File: src/rtl/sgd_gradient_scheduler.sv
// Gradient read sequencer: queues dot-product-ready samples and issues fifo_a bursts of chunks x bits pops.
// Optional stall counter enabled by defining SGD_GSCHED_PERF_EN.
module sgd_gradient_scheduler #(
  parameter int DIM_SHIFT  = 9,
  parameter int PEND_DEPTH = 4,
  parameter int MAX_BITS   = 16
) (
  input  logic        clk,
  input  logic        rst_n,
  input  logic        started,
  input  logic [31:0] number_of_epochs,
  input  logic [31:0] number_of_samples,
  input  logic [31:0] dimension,
  input  logic [31:0] number_of_bits,
  input  logic        sample_valid,
  output logic        sample_ready,
  input  logic        fifo_a_empty,
  output logic        fifo_a_rd_en,
  output logic [4:0]  bit_index,
  output logic [11:0] chunk_index,
  output logic        first_bit,
  output logic        last_bit,
  output logic        sample_done,
  output logic        epoch_done,
  output logic        all_done,
  output logic        busy,
  output logic        overflow_err,
  output logic [31:0] stall_cycles
);

  localparam int PW = $clog2(PEND_DEPTH + 1);

  typedef enum logic [2:0] {S_IDLE, S_LOAD, S_WAIT, S_RUN, S_DONE} state_t;
  state_t state_q, state_d;

  logic          started_q;
  logic [PW-1:0] pend_q, pend_d;
  logic [4:0]    bit_q, nbits_q, nbits_in;
  logic [31:0]   chunk_q, samp_q, epoch_q;
  logic [31:0]   chunks_q, samples_q, epochs_q, chunks_in;
  logic          active, abort, room, accept, ovf_set, eligible, pop;
  logic          at_last_bit, at_last_chunk, smp_end, ep_end, run_end, cfg_zero;
  logic          unused_cfg_bits;

  assign unused_cfg_bits = ^number_of_bits[31:5];
  assign nbits_in  = (number_of_bits[4:0] == 5'd0 || number_of_bits[4:0] > 5'(MAX_BITS))
                     ? 5'(MAX_BITS) : number_of_bits[4:0];
  assign chunks_in = (dimension >> DIM_SHIFT) + {31'd0, |dimension[DIM_SHIFT-1:0]};
  assign cfg_zero  = (number_of_epochs == '0) || (number_of_samples == '0) || (dimension == '0);

  always_ff @(posedge clk) begin
    if (!rst_n) state_q <= S_IDLE;
    else        state_q <= state_d;
  end

  // A sample accepted while idle in WAIT may pop on the same edge, giving the one-cycle first-pop latency.
  always_comb begin
    active        = (state_q == S_WAIT) || (state_q == S_RUN);
    abort         = !started && (active || state_q == S_LOAD);
    room          = (pend_q != PW'(PEND_DEPTH));
    accept        = active && started && sample_valid && room;
    ovf_set       = active && sample_valid && !room;
    eligible      = !abort && ((state_q == S_RUN) ||
                               (state_q == S_WAIT && (pend_q != '0 || accept)));
    pop           = eligible && !fifo_a_empty;
    at_last_bit   = (bit_q == nbits_q - 5'd1);
    at_last_chunk = (chunk_q == chunks_q - 32'd1);
    smp_end       = pop && at_last_bit && at_last_chunk;
    ep_end        = smp_end && (samp_q + 32'd1 == samples_q);
    run_end       = ep_end && (epoch_q + 32'd1 == epochs_q);
    pend_d        = pend_q + PW'(accept) - PW'(smp_end);
    state_d       = state_q;
    case (state_q)
      S_IDLE: if (started && !started_q) state_d = S_LOAD;
      S_LOAD: begin
        if (abort)         state_d = S_IDLE;
        else if (cfg_zero) state_d = S_DONE;
        else               state_d = S_WAIT;
      end
      S_WAIT, S_RUN: begin
        if (abort)                state_d = S_IDLE;
        else if (run_end)         state_d = S_DONE;
        else if (pend_d != '0)    state_d = S_RUN;
        else                      state_d = S_WAIT;
      end
      S_DONE: if (!started) state_d = S_IDLE;
      default: state_d = S_IDLE;
    endcase
    if (state_d != S_WAIT && state_d != S_RUN) pend_d = '0;
  end

  always_ff @(posedge clk) begin
    if (!rst_n) begin
      started_q    <= 1'b0;
      pend_q       <= '0;
      bit_q        <= '0;
      chunk_q      <= '0;
      samp_q       <= '0;
      epoch_q      <= '0;
      nbits_q      <= '0;
      chunks_q     <= '0;
      samples_q    <= '0;
      epochs_q     <= '0;
      sample_ready <= 1'b0;
      fifo_a_rd_en <= 1'b0;
      bit_index    <= '0;
      chunk_index  <= '0;
      first_bit    <= 1'b0;
      last_bit     <= 1'b0;
      sample_done  <= 1'b0;
      epoch_done   <= 1'b0;
      all_done     <= 1'b0;
      busy         <= 1'b0;
      overflow_err <= 1'b0;
    end else begin
      started_q    <= started;
      pend_q       <= pend_d;
      sample_ready <= (pend_d != PW'(PEND_DEPTH));
      fifo_a_rd_en <= pop;
      sample_done  <= smp_end;
      epoch_done   <= ep_end;
      all_done     <= (state_d == S_DONE);
      busy         <= (state_d == S_LOAD) || (state_d == S_WAIT) || (state_d == S_RUN);
      if (ovf_set) overflow_err <= 1'b1;
      if (pop) begin
        bit_index   <= bit_q;
        chunk_index <= chunk_q[11:0];
        first_bit   <= (bit_q == 5'd0);
        last_bit    <= at_last_bit;
      end
      if (state_q == S_LOAD) begin
        nbits_q   <= nbits_in;
        chunks_q  <= chunks_in;
        samples_q <= number_of_samples;
        epochs_q  <= number_of_epochs;
        bit_q     <= '0;
        chunk_q   <= '0;
        samp_q    <= '0;
        epoch_q   <= '0;
      end else if (state_d == S_IDLE) begin
        bit_q   <= '0;
        chunk_q <= '0;
        samp_q  <= '0;
        epoch_q <= '0;
      end else if (pop) begin
        if (at_last_bit) begin
          bit_q   <= '0;
          chunk_q <= at_last_chunk ? '0 : chunk_q + 32'd1;
        end else begin
          bit_q <= bit_q + 5'd1;
        end
        if (smp_end) begin
          samp_q  <= ep_end ? '0 : samp_q + 32'd1;
          epoch_q <= epoch_q + {31'd0, ep_end};
        end
      end
    end
  end

`ifdef SGD_GSCHED_PERF_EN
  logic stall;
  assign stall = eligible && fifo_a_empty;

  always_ff @(posedge clk) begin
    if (!rst_n)                                 stall_cycles <= '0;
    else if (state_q == S_LOAD)                 stall_cycles <= '0;
    else if (stall && stall_cycles != '1)       stall_cycles <= stall_cycles + 32'd1;
  end
`else
  assign stall_cycles = '0;
`endif

endmodule
File: config.mk
export PLATFORM = sky130hd
export DESIGN_NAME = sgd_gradient_scheduler
export DESIGN_NICKNAME = d
export VERILOG_FILES = /design/src/rtl/sgd_gradient_scheduler.sv
export SDC_FILE = /design/constraint.sdc
export NUM_CORES = 1
export LEC_CHECK = 0
export CORE_MARGIN = 10
export CORE_UTILIZATION = 30
export CTS_BUF_LIST = sky130_fd_sc_hd__clkbuf_4
export DETAILED_ROUTE_END_ITERATION = 6
export HOLD_SLACK_MARGIN = 0.02
export PLACE_DENSITY = 0.49
export RECOVER_POWER = 25
export SYNTH_ARGS = -nofsm -noshare
export SYNTH_HDL_FRONTEND = slang
export SYNTH_SLANG_ARGS = --single-unit
export TNS_END_PERCENT = 1
File: constraint.sdc
create_clock -name clk -period 5.7 [get_ports clk]
set_input_delay 0.855 -clock clk [delete_from_list [all_inputs] [get_ports clk]]
set_output_delay 0.855 -clock clk [all_outputs]
set_load 0.1 [all_outputs]
* Word-level counts from Yosys, hierarchy flattened
Cells that the tools add are included.
Operators by class: bitwise logic cells 1, reduce and logical (&&, ||, !) cells 43, equal/unequal tests 16, muxes and demuxes 13, order comparisons 1, add/sub/neg operators 10
Operators by type and width (count):
- 32-bit by 1-bit adder with 32-bit output (second input constant) | 3
- 32-bit equality test | 3
- 32-bit logical NOT | 3
- 32-bit 2-to-1 mux | 2
- 32-bit by 1-bit adder with 32-bit output | 1
- 32-bit by 1-bit subtractor with 32-bit output (second input constant) | 1
- 23-bit by 1-bit adder with 24-bit output | 1
- 3-bit 2-to-1 mux | 7
- 1-bit logical AND | 15
- 3-bit by 2-bit equality test with 1-bit output (second input constant) | 4
- 3-bit case mux with 4 select lines | 1
- 5-bit logical NOT | 2
- 5-bit 2-to-1 mux | 2
- 1-bit logical OR | 9
- 9-bit OR reduction | 1
- 3-bit by 1-bit equality test with 1-bit output (second input constant) | 2
- 3-bit equality test (second input constant) | 2
- 3-bit logical NOT | 2
- 3-bit by 2-bit != test with 1-bit output (second input constant) | 2
- 3-bit != test (second input constant) | 2
- 3-bit nonzero test | 2
- 5-bit by 1-bit adder with 5-bit output (second input constant) | 1
- 5-bit equality test | 1
- 5-bit > comparator (second input constant) | 1
- 9 further kinds | 14
Storage, ports and cells: word-level logic and storage cells 106, bits in registers 235, output and inout bits 58, bits of input ports 133

* Longest topological paths before layout
Gate-level depths: netlist (run 1).
word-level depth 22, mapped depth 20, depth with buffers taken out 17

* Worst setup path after synthesis (run 1)
No wires, ideal clock.
path kind flip-flop to flip-flop, start register samp_q[0], end register epoch_q[14], arrival 5.130 ns, stages on the path, launching flop included 19, setup slack 0.500 ns, data required time 5.630 ns, setup time 0.070 ns, path through dfxtp_1 -> ha_1 -> buf_2 -> nand3_2 -> or3_1 -> or4_1 -> xnor2_1 -> o2111ai_1 -> a2111oi_1 -> nand3_1 -> clkbuf_1 -> nor2_1 -> ha_1 -> ha_1 -> and3_1 -> nor4b_1 -> nand2_1 -> or3_1 -> a21oi_1
Between the ends: word-level cells in the longest chain between the ends 9, elaborated cells between the ends (all ways) 10, classes of those cells 2 x add/sub; 1 x eq/ne; 3 x mux; 4 x reduce/logical
Ends and longest elaborated chain:
- from (decl) | line 39 | logic [31:0] chunk_q, samp_q, epoch_q;
- from (signal assigned) | line 153 | samp_q <= ep_end ? '0 : samp_q + 32'd1;
- 32-bit by 1-bit adder with 32-bit output * | line 69 | ep_end = smp_end && (samp_q + 32'd1 == samples_q);
- 32-bit equality test * | line 69
- 1-bit logical AND * | line 69
- named net ep_end | line 42 | logic at_last_bit, at_last_chunk, smp_end, ep_end, run_end, cfg_zero;
- parallel branches: the longest is 6 deep, another holds 32-bit by 1-bit adder with 32-bit output
- to (signal assigned) | line 154 | epoch_q <= epoch_q + {31'd0, ep_end};
- to (decl) | line 39
Mark *: on every way through the listed nets, which the timed path passes. A chain may end at the register's enable or synchronous reset.

* Worst setup path in the final report (run 1)
start register samp_q[0], end register epoch_q[26]
The elaborated chain is that of the path after synthesis.

==> results of run 1 <==
-- kinds of logic after synthesis --
family                     count (synthesis)
adders and majority gates                 15
AOI/OAI and AO/OA                        321
buffers and inverters                    178
xor gates and xnor gates                 192
and+or+nand+nor                          889
other                                      1
muxes                                      9
DFF                                      227
-- synth_stat cells (all sizes together), types with 3 or more instances --
cell | n | share of area, %
ha | 13 | 1.2
and3 | 35 | 1.6
or2 | 5 | 0.22
nand2 | 333 | 8.9
inv | 26 | 0.69
nand3 | 77 | 2.8
nand4b | 9 | 0.56
a211oi | 5 | 0.27
o2111ai | 5 | 0.31
a211o | 7 | 0.44
clkbuf | 92 | 2.5
o211a | 22 | 1.6
o21ai | 45 | 1.6
or3 | 25 | 1.1
o22ai | 4 | 0.18
a2111oi | 3 | 0.20
o21bai | 4 | 0.21
or4 | 21 | 1.1
nor3 | 34 | 1.3
nor4b | 8 | 0.61
and2 | 15 | 0.67
nand3b | 10 | 0.53
o21a | 6 | 0.32
nor3b | 7 | 0.37
o31ai | 6 | 0.32
a21oi | 62 | 2.2
a41oi | 3 | 0.19
a31oi | 20 | 0.89
buf | 60 | 2.7
a22oi | 3 | 0.16
mux2i | 9 | 0.64
a2bb2oi | 4 | 0.25
and3b | 6 | 0.37
and4 | 12 | 0.75
a21o | 11 | 0.59
nand2b | 11 | 0.49
a21boi | 92 | 4.9
nand4 | 77 | 3.4
nor2b | 12 | 0.53
nor4 | 51 | 2.5
xor2 | 100 | 6.2
dfxtp | 227 | 32
nor2 | 135 | 3.6
xnor2 | 92 | 5.7
-- area by class of cell --
class	instances	area, um^2	share of cell area (%)
well taps	607	759.5	4.585
diodes	1	2.502	0.01511
clock buffers	98	735.7	4.442
inverters	26	97.59	0.5892
multi-input cells	1458	8818	53.24
flip-flops and latches	227	4544	27.44
clock inverters	24	131.4	0.7932
repair buffers	154	1474	8.899
-- through the flow --
step,power (W),worst slack (ns),hold WS (ns)
6_report,0.003759,0.4601,0.4691
4_1_cts,0.003832,0.4588,0.4123
3_5_place_dp,0.002175,0.5243,0.4643
2_1_floorplan,0.002020,0.4996,0.4435
5_1_grt,0.003963,0.1361,0.4946
3_3_place_gp,0.002173,0.5233,0.4595
-- sequential cells by signal (all words and copies together), names as in the netlist, 3 cells and up --
name and cells:
samples_q 32, epoch_q 32, epochs_q 32, nbits_q 5, chunk_index 12, chunk_q 32
state_q 3, samp_q 32, pend_q 3, chunks_q 24, bit_q 5, bit_index 5
-- power breakdown --
group / internal (W) / switching [W]
clock network: 0.000840 / 0.000774
logic: 0.000196 / 0.000314
registers: 0.00161 / 0.0000273
-- worst min path at each step --
stage                                 from                           to  slack, ns  cells after the start
4_1_cts                              rst_n    samples_q[5]$_SDFFE_PN0P_       0.41                      2
2_1_floorplan   samples_q[24]$_SDFFE_PN0P_   samples_q[24]$_SDFFE_PN0P_       0.44                      2
5_1_grt        chunk_index[3]$_SDFFE_PN0P_  chunk_index[3]$_SDFFE_PN0P_       0.49                      2
6_report            first_bit$_SDFFE_PN0P_       first_bit$_SDFFE_PN0P_       0.47                      2
3_3_place_gp   chunk_index[0]$_SDFFE_PN0P_  chunk_index[0]$_SDFFE_PN0P_       0.46                      2
3_5_place_dp        first_bit$_SDFFE_PN0P_       first_bit$_SDFFE_PN0P_       0.46                      2
-- tightest hold or removal path: cells and delay by family, from the launching register on --
family / cells / cell delay [ns]
DFF: 1 / 0.31
AOI/OAI and AO/OA: 1 / 0.06
and+or+nand+nor: 1 / 0.05
-- layer usage --
| metal | share of wire, % | vias to the layer above |
|---|---|---|
| met5 | 0.046 | - |
| met4 | 2.2 | 4 |
| met3 | 5.3 | 71 |
| met2 | 47 | 264 |
| met1 | 46 | 6352 |
| li1 | - | 6652 |
==> qor.yml, run 1 <==
status: "finished, violations left"
violations: "max-capacitance violations, max-slew violations"
power_density_nw_per_um2: 227.0
power.leakage_nw: 5.778
fin_skew_ns: 0.04268
yosysSeqAreaShare_pct: 32.36
async_flop_share_pct: 0
port_buffers: 131
period_needed_ns: 5.240
synth_edf_count: 0
design_area_um2: 16560
cp_common_cell: "ha_1"
crit_buf_inv: 2
cp_slowest_cell: "or4_1"
vias: 13343
grt_start_max_net_pins: 110
n_fill_cell: 5064
cts_setup_buffers: 0
hp-class: "register to register"
rows: 79
grt_busiest_layer: "met2"
r2r_cells: 18
synthSimpleGateAreaFrac_pct: 31.82
clk_pin_slew_ns: 0.06
finalMaxSlewViolations: 110
start_kind: "register"
cp_num_cells: 18
peakVddDrop_v: 0.0001298
clock_latency_ns: 0.76
clockRootBuffer: "clkbuf_4"
drc: 0
firstDrtPassIters: 5
grt_overflow: 0
relSlewSlack_pct: -200.1
crit_chain: "ha_1 -> nand3_2 -> or3_1 -> or4_1 -> xnor2_1 -> o2111ai_1 -> a2111oi_1 -> buf_4 -> nand3_1 -> nor2_1 -> ha_1 -> ha_1 -> and3_1 -> nor4b_1 -> buf_4 -> nand4_1 -> xor2_1 -> nor2_1"
via_per_inst: 5.142
worst_r2r_endpoint: "epoch_q[26]$_SDFFE_PP0P_"
hold_violations: 0
final_core_util_pct: 35.65
dp_cells: 2472
io_pins: 191
first_iter_violations: 754
synth.area.mux_share_pct: 0.6415
max_stage_delay_ns: 0.60
ys.flop_type: "dfxtp_1"
grt_pass1_vias: 13059
worstSetupEndpoint: "epoch_q[26]$_SDFFE_PP0P_"
worstPathMaxFanout: 9
cts_tree: "done"
syn-cell-area_um2: 14040
synth_compound_area_share_pct: 15.94
synth_warnings: 0
track_usage_pct: 15.69
die_w_um: 236.4
syn_to_final_growth_pct: 17.94
synthesis.area_per_instance_um2: 7.666
arrival_ns: 5.82
synth_top_family_by_area: "simple AND/OR/NAND/NOR gates"
synth_xor_area_share_pct: 11.97
final_nets: 2083
numCtsBuffers: 69
worstPathRequired_ns: 6.28
cap_violations: 1
coreArea_um2: 46460
finalSetupViolCount: 0
startpoint: "samp_q[0]$_SDFFE_PP0P_"
place_congestion: 0.8896
final_common_cell: "nand2_1"
postCtsHoldBufs: 0
endpoint_kind: "register"
ctsResizeCount: 0
r2r_slack_ns: 0.46
clkSinkCount: 227
dp_hpwl_mm: 32.79
tns_ns: 0
grt_first_pass_wirelength_mm: 71.81
clockBufferDepth: 3
instances_no_fill: 2595
post_drt_wl_per_cell_um: 17.51
die_area_um2: 55870
drive_above_1_share_pct: 7.549
synth-seq-cells: 227
r2r_start: "samp_q[0]$_SDFFE_PP0P_"
rsz0062_at_grt: "false"
drt_wl_total_mm: 45.43
path_class: "register to register"
post-route-period-util_pct: 91.93
antenna_found_initial: 3
place_area_um2: 15700
layout_common_cells: "332 x nand2_1, 227 x dfxtp_1, 134 x nor2_1"
met2_usage_pct: 25.70
worstMarginPinSlew_ns: 4.501
fmax_ghz: 0.1908
synthCells: 1832
critPathTopFamily: "simple AND/OR/NAND/NOR gates"
ant_nets: 0
start_util_pct: 30.23
h-tree-depth: 3
yosys.area_share.adder_pct: 1.372
die_y_um: 236.4
ys_types: 76
met1_usage_pct: 19.61
grt_use_met3_pct: 4.010
Power figures use the tool's default switching activity.
==> inputs of run 2 (changes only) <==
PLACE_DENSITY = 0.59   (was 0.49)
SKIP_CTS_REPAIR_TIMING = 1   (was unset)
==> run 2 against run 1 <==
  * The run still ends with max-capacitance violations, max-slew violations left
  * Sequential cell count is the same
  * Global-route usage shrank 0.57 points
  * Final cell count fell by 0.19%
  * Clock-buffer cell count increased by 4
  * Critical path depth unchanged
  * Hold slack improved by 0.0015 ns
  * Fmax increased by 3.3%
  * Sequential power is essentially flat
  * Combinational power about the same
  * Critical path type unchanged
  * Largest power group unchanged
==> qor.yml, run 2 (same netlist as run 1, synthesis figures left out) <==
coreArea_um2: 46460  # unchanged
die_y_um: 236.4  # unchanged
worstPathMaxFanout: 9  # unchanged
antenna_found_initial: 4  # +1
die_area_um2: 55870  # unchanged
routedLengthMet1_mm: 19.50  # -6.5%
post-route-period-util_pct: 89.01  # -2.9 points
final_common_cell: "nand2_1"
seq_power_share_pct: 43.6  # about the same
io_pins: 191  # unchanged
drive_above_1_share_pct: 7.467  # -0.082 points
ant_nets: 0  # unchanged
fin_skew_ns: 0.03166  # -0.01102 ns
cp_common_cell: "ha_1"
endpoint_kind: "register"
finalMaxSlewViolations: 213  # +94%
via_per_inst: 5.186  # +0.87%
worstPathRequired_ns: 6.27  # about the same
numCtsBuffers: 68  # -1.4%
final_core_util_pct: 35.60  # -0.054 points
place_congestion: 0.8974  # +0.88%
netSwitchingFraction_pct: 28.97  # -0.71 points
rows: 79  # unchanged
arrival_ns: 5.64  # -0.18 ns
p_sw_w: 0.001086  # -2.7%
first_iter_violations: 909  # +21%
dp_hpwl_mm: 31.61  # -3.6%
peakVddDrop_v: 0.0001200  # -7.5%
firstDrtPassIters: 5  # unchanged
syn_to_final_growth_pct: 17.77
clockBufferDepth: 3  # unchanged
hp-class: "register to register"
track_usage_pct: 15.12  # -0.57 points
path_class: "register to register"
grt_start_max_net_pins: 110  # unchanged
clkSinkCount: 227  # unchanged
worstMarginPinSlew_ns: 4.369  # -0.1322 ns
start_kind: "register"
power_density_nw_per_um2: 226.6  # -0.14%
p_clk_share_pct: 42.7  # -0.2 points
cts_tree: "done"
tns_ns: 0  # unchanged
dr_wl_met2_mm: 20.69  # -2.1%
layout_common_cells: "332 x nand2_1, 227 x dfxtp_1, 135 x nor2_1"
relSlewSlack_pct: -191.2  # +8.8 points
grt_first_pass_wirelength_mm: 70.28  # -2.1%
period_needed_ns: 5.074  # -0.1662 ns
cap_violations: 2  # +1
drc: 0  # unchanged
power.leakage_nw: 5.784  # about the same
finalPower_w: 0.003748  # -0.29%
rsz0062_at_grt: "false"
grt_pass1_vias: 13121  # +0.47%
place_ws_ns: 0.4915  # -0.03278 ns
violations: "max-capacitance violations, max-slew violations"
fmax_ghz: 0.1971  # +3.3%
drt_wl_total_mm: 43.85  # -3.5%
hold_violations: 0  # unchanged
cp_slowest_cell: "or4_1"
h-tree-depth: 3  # unchanged
clock_latency_ns: 0.73  # -0.03 ns
status: "finished, violations left"
start_util_pct: 30.23  # unchanged
vias: 13433  # +0.67%
final_nets: 2081  # -0.096%
p_int_w: 0.002662  # +0.71%
clk_pin_slew_ns: 0.06  # about the same
combPwrFrac_pct: 13.7  # about the same
post_drt_wl_per_cell_um: 16.93  # -3.3%
max_stage_delay_ns: 0.60  # about the same
die_w_um: 236.4  # unchanged
clockRootBuffer: "clkbuf_4"
worst_slack_ns: 0.6264  # +0.1662 ns
crit_chain: "ha_1 -> nand3_2 -> or3_1 -> or4_1 -> xnor2_1 -> o2111ai_1 -> a2111oi_1 -> buf_4 -> nand3_1 -> nor2_1 -> ha_1 -> ha_1 -> and3_1 -> nor4b_1 -> buf_4 -> nand4_1 -> xor2_1 -> nor2_1"
finalSetupViolCount: 0  # unchanged
grt_overflow: 0  # unchanged
r2r_slack_ns: 0.63  # +0.17 ns
route.met3.wl_mm: 2.628  # +8.4%
top_layer_used: "met5"
port_buffers: 131  # unchanged
fin_hold_ws_ns: 0.4707  # +0.001520 ns
==> run 2: power groups by stage <==
stage          registers, W  clock network (W)  logic [W]
2_1_floorplan       0.00166                  0   0.000356
3_3_place_gp        0.00167                  0   0.000500
3_5_place_dp        0.00167                  0   0.000503
4_1_cts             0.00163            0.00167   0.000506
5_1_grt             0.00164            0.00175   0.000555
6_report            0.00163            0.00160   0.000512
==> run 2: worst paths after layout <==
path,from,end,depth (start not counted)
worst max-delay path,samp_q[0]$_SDFFE_PP0P_,epoch_q[26]$_SDFFE_PP0P_,18
worst min-delay path,chunk_index[0]$_SDFFE_PN0P_,chunk_index[0]$_SDFFE_PN0P_,2
worst max register to register,samp_q[0]$_SDFFE_PP0P_,epoch_q[26]$_SDFFE_PP0P_,18
worst min register to register,chunk_index[0]$_SDFFE_PN0P_,chunk_index[0]$_SDFFE_PN0P_,2
==> run 2: layer usage <==
metal  track usage (%)  up-vias
met3             3.684       83
met1             18.40     6368
met4             5.404        6
li1                  -     6651
met5                 0        -
met2             25.37      325
==> run 2: worst max-delay path: cells and delay by family (launching register included) <==
kind	cells	cell delay (ns)
simple gates	9	2.39
fa+ha+maj	3	0.73
compound gates	2	0.50
flops	1	0.46
buf+inv	2	0.46
xor+xnor	2	0.35
==> run 2: final cells by class <==
| class | instances | area (um^2) |
|---|---|---|
| Tap cell | 607 | 759.5 |
| Clock inverter | 16 | 86.33 |
| Sequential cell | 227 | 4544 |
| Clock buffer | 102 | 765.7 |
| Antenna cell | 1 | 2.502 |
| Inverter | 26 | 97.59 |
| Timing Repair Buffer | 153 | 1464 |
| Fill cell | 4910 | 29920 |
| Multi-Input combinational cell | 1458 | 8818 |
==> run 2: metrics by stage <==
stage	cells	instance area [um^2]
global route	2590	16540
floorplan	1863	14160
CTS	2589	16550
detailed placement	2471	15700
finish	2590	16540
global placement	2471	15700
==> inputs of run 3 (changes only) <==
PLACE_DENSITY = 0.61   (was 0.59)
clock period = 4.3 ns   (was 5.7 ns; I/O delays follow)
==> run 3 against run 2 <==
  * The flow still finishes with violations (max-capacitance violations, max-slew violations)
  * Final cell count grew 4.8%
  * Setup slack got worse by 0.51 ns
  * Largest power group unchanged
  * Highest routed layer unchanged
  * Wire length rose by 3.7%
  * Critical path type unchanged
  * Largest cell class unchanged
  * Cell area is 6.9% higher
==> qor.yml, run 3 (same netlist as run 1, synthesis figures left out) <==
finalSetupViolCount: 0  # unchanged
grt_overflow: 0  # unchanged
fin_skew_ns: 0.06960  # +0.03794 ns
endpoint_kind: "register"
hp-class: "register to register"
p_clk_share_pct: 41.8  # -0.9 points
worstPathMaxFanout: 6  # -3
post-route-period-util_pct: 97.40  # +8.4 points
clockBufferDepth: 3  # unchanged
instances_no_fill: 2714  # +4.8%
startpoint: "chunks_q[1]$_SDFFE_PN0P_"
start_util_pct: 30.23  # unchanged
ant_nets: 0  # unchanged
numCtsBuffers: 70  # +2.9%
die_y_um: 236.4  # unchanged
final_nets: 2203  # +5.9%
vias: 14062  # +4.7%
clockRootBuffer: "clkbuf_4"
peakVddDrop_v: 0.0001616  # +35%
via_per_inst: 5.181  # -0.10%
antenna_found_initial: 4  # unchanged
layout_common_cells: "331 x nand2_1, 223 x dfxtp_1, 136 x buf_4"
dp_hpwl_mm: 33.52  # +6.1%
cts_tree: "done"
worstPathRequired_ns: 4.95  # -1.32 ns
seq_power_share_pct: 42.9  # -0.7 points
io_pins: 191  # unchanged
port_buffers: 131  # unchanged
worstMarginPinSlew_ns: 2.651  # -1.718 ns
clk_pin_slew_ns: 0.06  # about the same
path_class: "register to register"
netSwitchingFraction_pct: 29.14  # +0.17 points
finalPower_w: 0.005032  # +34%
grt_first_pass_wirelength_mm: 73.29  # +4.3%
drive_above_1_share_pct: 14.15  # +6.7 points
grt_start_max_net_pins: 115  # +4.5%
period_needed_ns: 4.188  # -0.8855 ns
place_ws_ns: -0.2186  # -0.7102 ns
h-tree-depth: 3  # unchanged
grt_pass1_vias: 14086  # +7.4%
finalMaxSlewViolations: 68  # -68%
start_kind: "register"
drc: 0  # unchanged
coreArea_um2: 46460  # unchanged
firstDrtPassIters: 5  # unchanged
power.leakage_nw: 6.444  # +11%
rsz0062_at_grt: "true"
combPwrFrac_pct: 15.3  # +1.6 points
dp_cells: 2586  # +4.7%
rows: 79  # unchanged
p_int_w: 0.003565  # +34%
post_drt_wl_per_cell_um: 16.75  # -1.1%
violations: "max-capacitance violations, max-slew violations"
hold_violations: 0  # unchanged
fmax_ghz: 0.2388  # +21%
p_sw_w: 0.001466  # +35%
power_density_nw_per_um2: 284.7  # +26%
clock_latency_ns: 0.76  # +0.03 ns
relSlewSlack_pct: -76.72  # +110 points
min_from: "bit_index[1]$_SDFFE_PN0P_"
worst_slack_ns: 0.1119  # -0.5145 ns
cap_violations: 1  # -1
die_w_um: 236.4  # unchanged
clkSinkCount: 227  # unchanged
fin_hold_ws_ns: 0.4711  # +0.0004500 ns
r2r_start: "chunks_q[1]$_SDFFE_PN0P_"
first_iter_violations: 966  # +6.3%
drt_wl_total_mm: 45.46  # +3.7%
syn_to_final_growth_pct: 25.86
die_area_um2: 55870  # unchanged
final_common_cell: "nand2_1"
status: "finished, violations left"
place_congestion: 0.9231  # +2.9%
arrival_ns: 4.84  # -0.80 ns
track_usage_pct: 15.79  # +0.67 points
[run 3: cell types whose count changed in the layout (fill, tap and decap cells not counted), sizes merged]
cell	before	now
clkbuf	105	99
inv	30	29
clkinv	11	20
buf	20	142
[run 3: worst paths after layout]
| path | end | slack (ns) | depth (start not counted) |
|---|---|---|---|
| hold reg to reg | bit_index[1]$_SDFFE_PN0P_ | 0.47 | 2 |
| setup / recovery | epoch_q[14]$_SDFFE_PP0P_ | 0.11 | 19 |
| setup reg to reg | epoch_q[14]$_SDFFE_PP0P_ | 0.11 | 19 |
| hold / removal | bit_index[1]$_SDFFE_PN0P_ | 0.47 | 2 |
[run 3: power groups by stage]
stage	Clock [W]	Sequential, W	Combinational (W)
3_5_place_dp	0	0.00221	0.000742
2_1_floorplan	0	0.00220	0.000473
5_1_grt	0.00229	0.00216	0.000824
6_report	0.00210	0.00216	0.000768
4_1_cts	0.00219	0.00216	0.000746
3_3_place_gp	0	0.00221	0.000739
[run 3: through the flow]
step	utilization, %	setup TNS, ns	cell area (um^2)
floorplan	-	0	14220
global placement	35.76	-2.016	16610
detailed placement	35.76	-2.461	16610
CTS	37.61	-3.920	17470
global route	38.05	-0.8571	17680
finish	38.05	0	17680
[run 3: metal layers]
layer / wire, um / vias up / track usage [%]
li1: - / 6885 / -
met1: 19890 / 6735 / 18.97
met2: 21600 / 342 / 26.31
met3: 2520 / 94 / 3.940
met4: 1410 / 6 / 6.601
met5: 26 / - / 0
[run 3: worst max-delay path: stages (launching register included)]
cell and delay (ns):
dfxtp_4 0.36, inv_4 0.06, ha_4 0.13, or3b_4 0.39, buf_6 0.15, nor4b_4 0.37, a21oi_2 0.10, nor4_2 0.24
buf_4 0.16, nand4_1 0.14, nor4_4 0.40, inv_2 0.11, nor2_4 0.13, ha_4 0.16, ha_4 0.12, and3_4 0.18
nor4b_4 0.25, nand2_1 0.15, or3_1 0.33, a21oi_1 0.13
[run 3: area by class of cell]
| cell class | instances | area [um^2] |
|---|---|---|
| clock buffer | 98 | 735.7 |
| inverter | 26 | 100.1 |
| tap | 607 | 759.5 |
| clock inverter | 24 | 122.6 |
| sequential | 227 | 4557 |
| multi-input combinational | 1458 | 8992 |
| fill | 4837 | 28780 |
| antenna | 1 | 2.502 |
| timing repair buffer | 273 | 2406 |
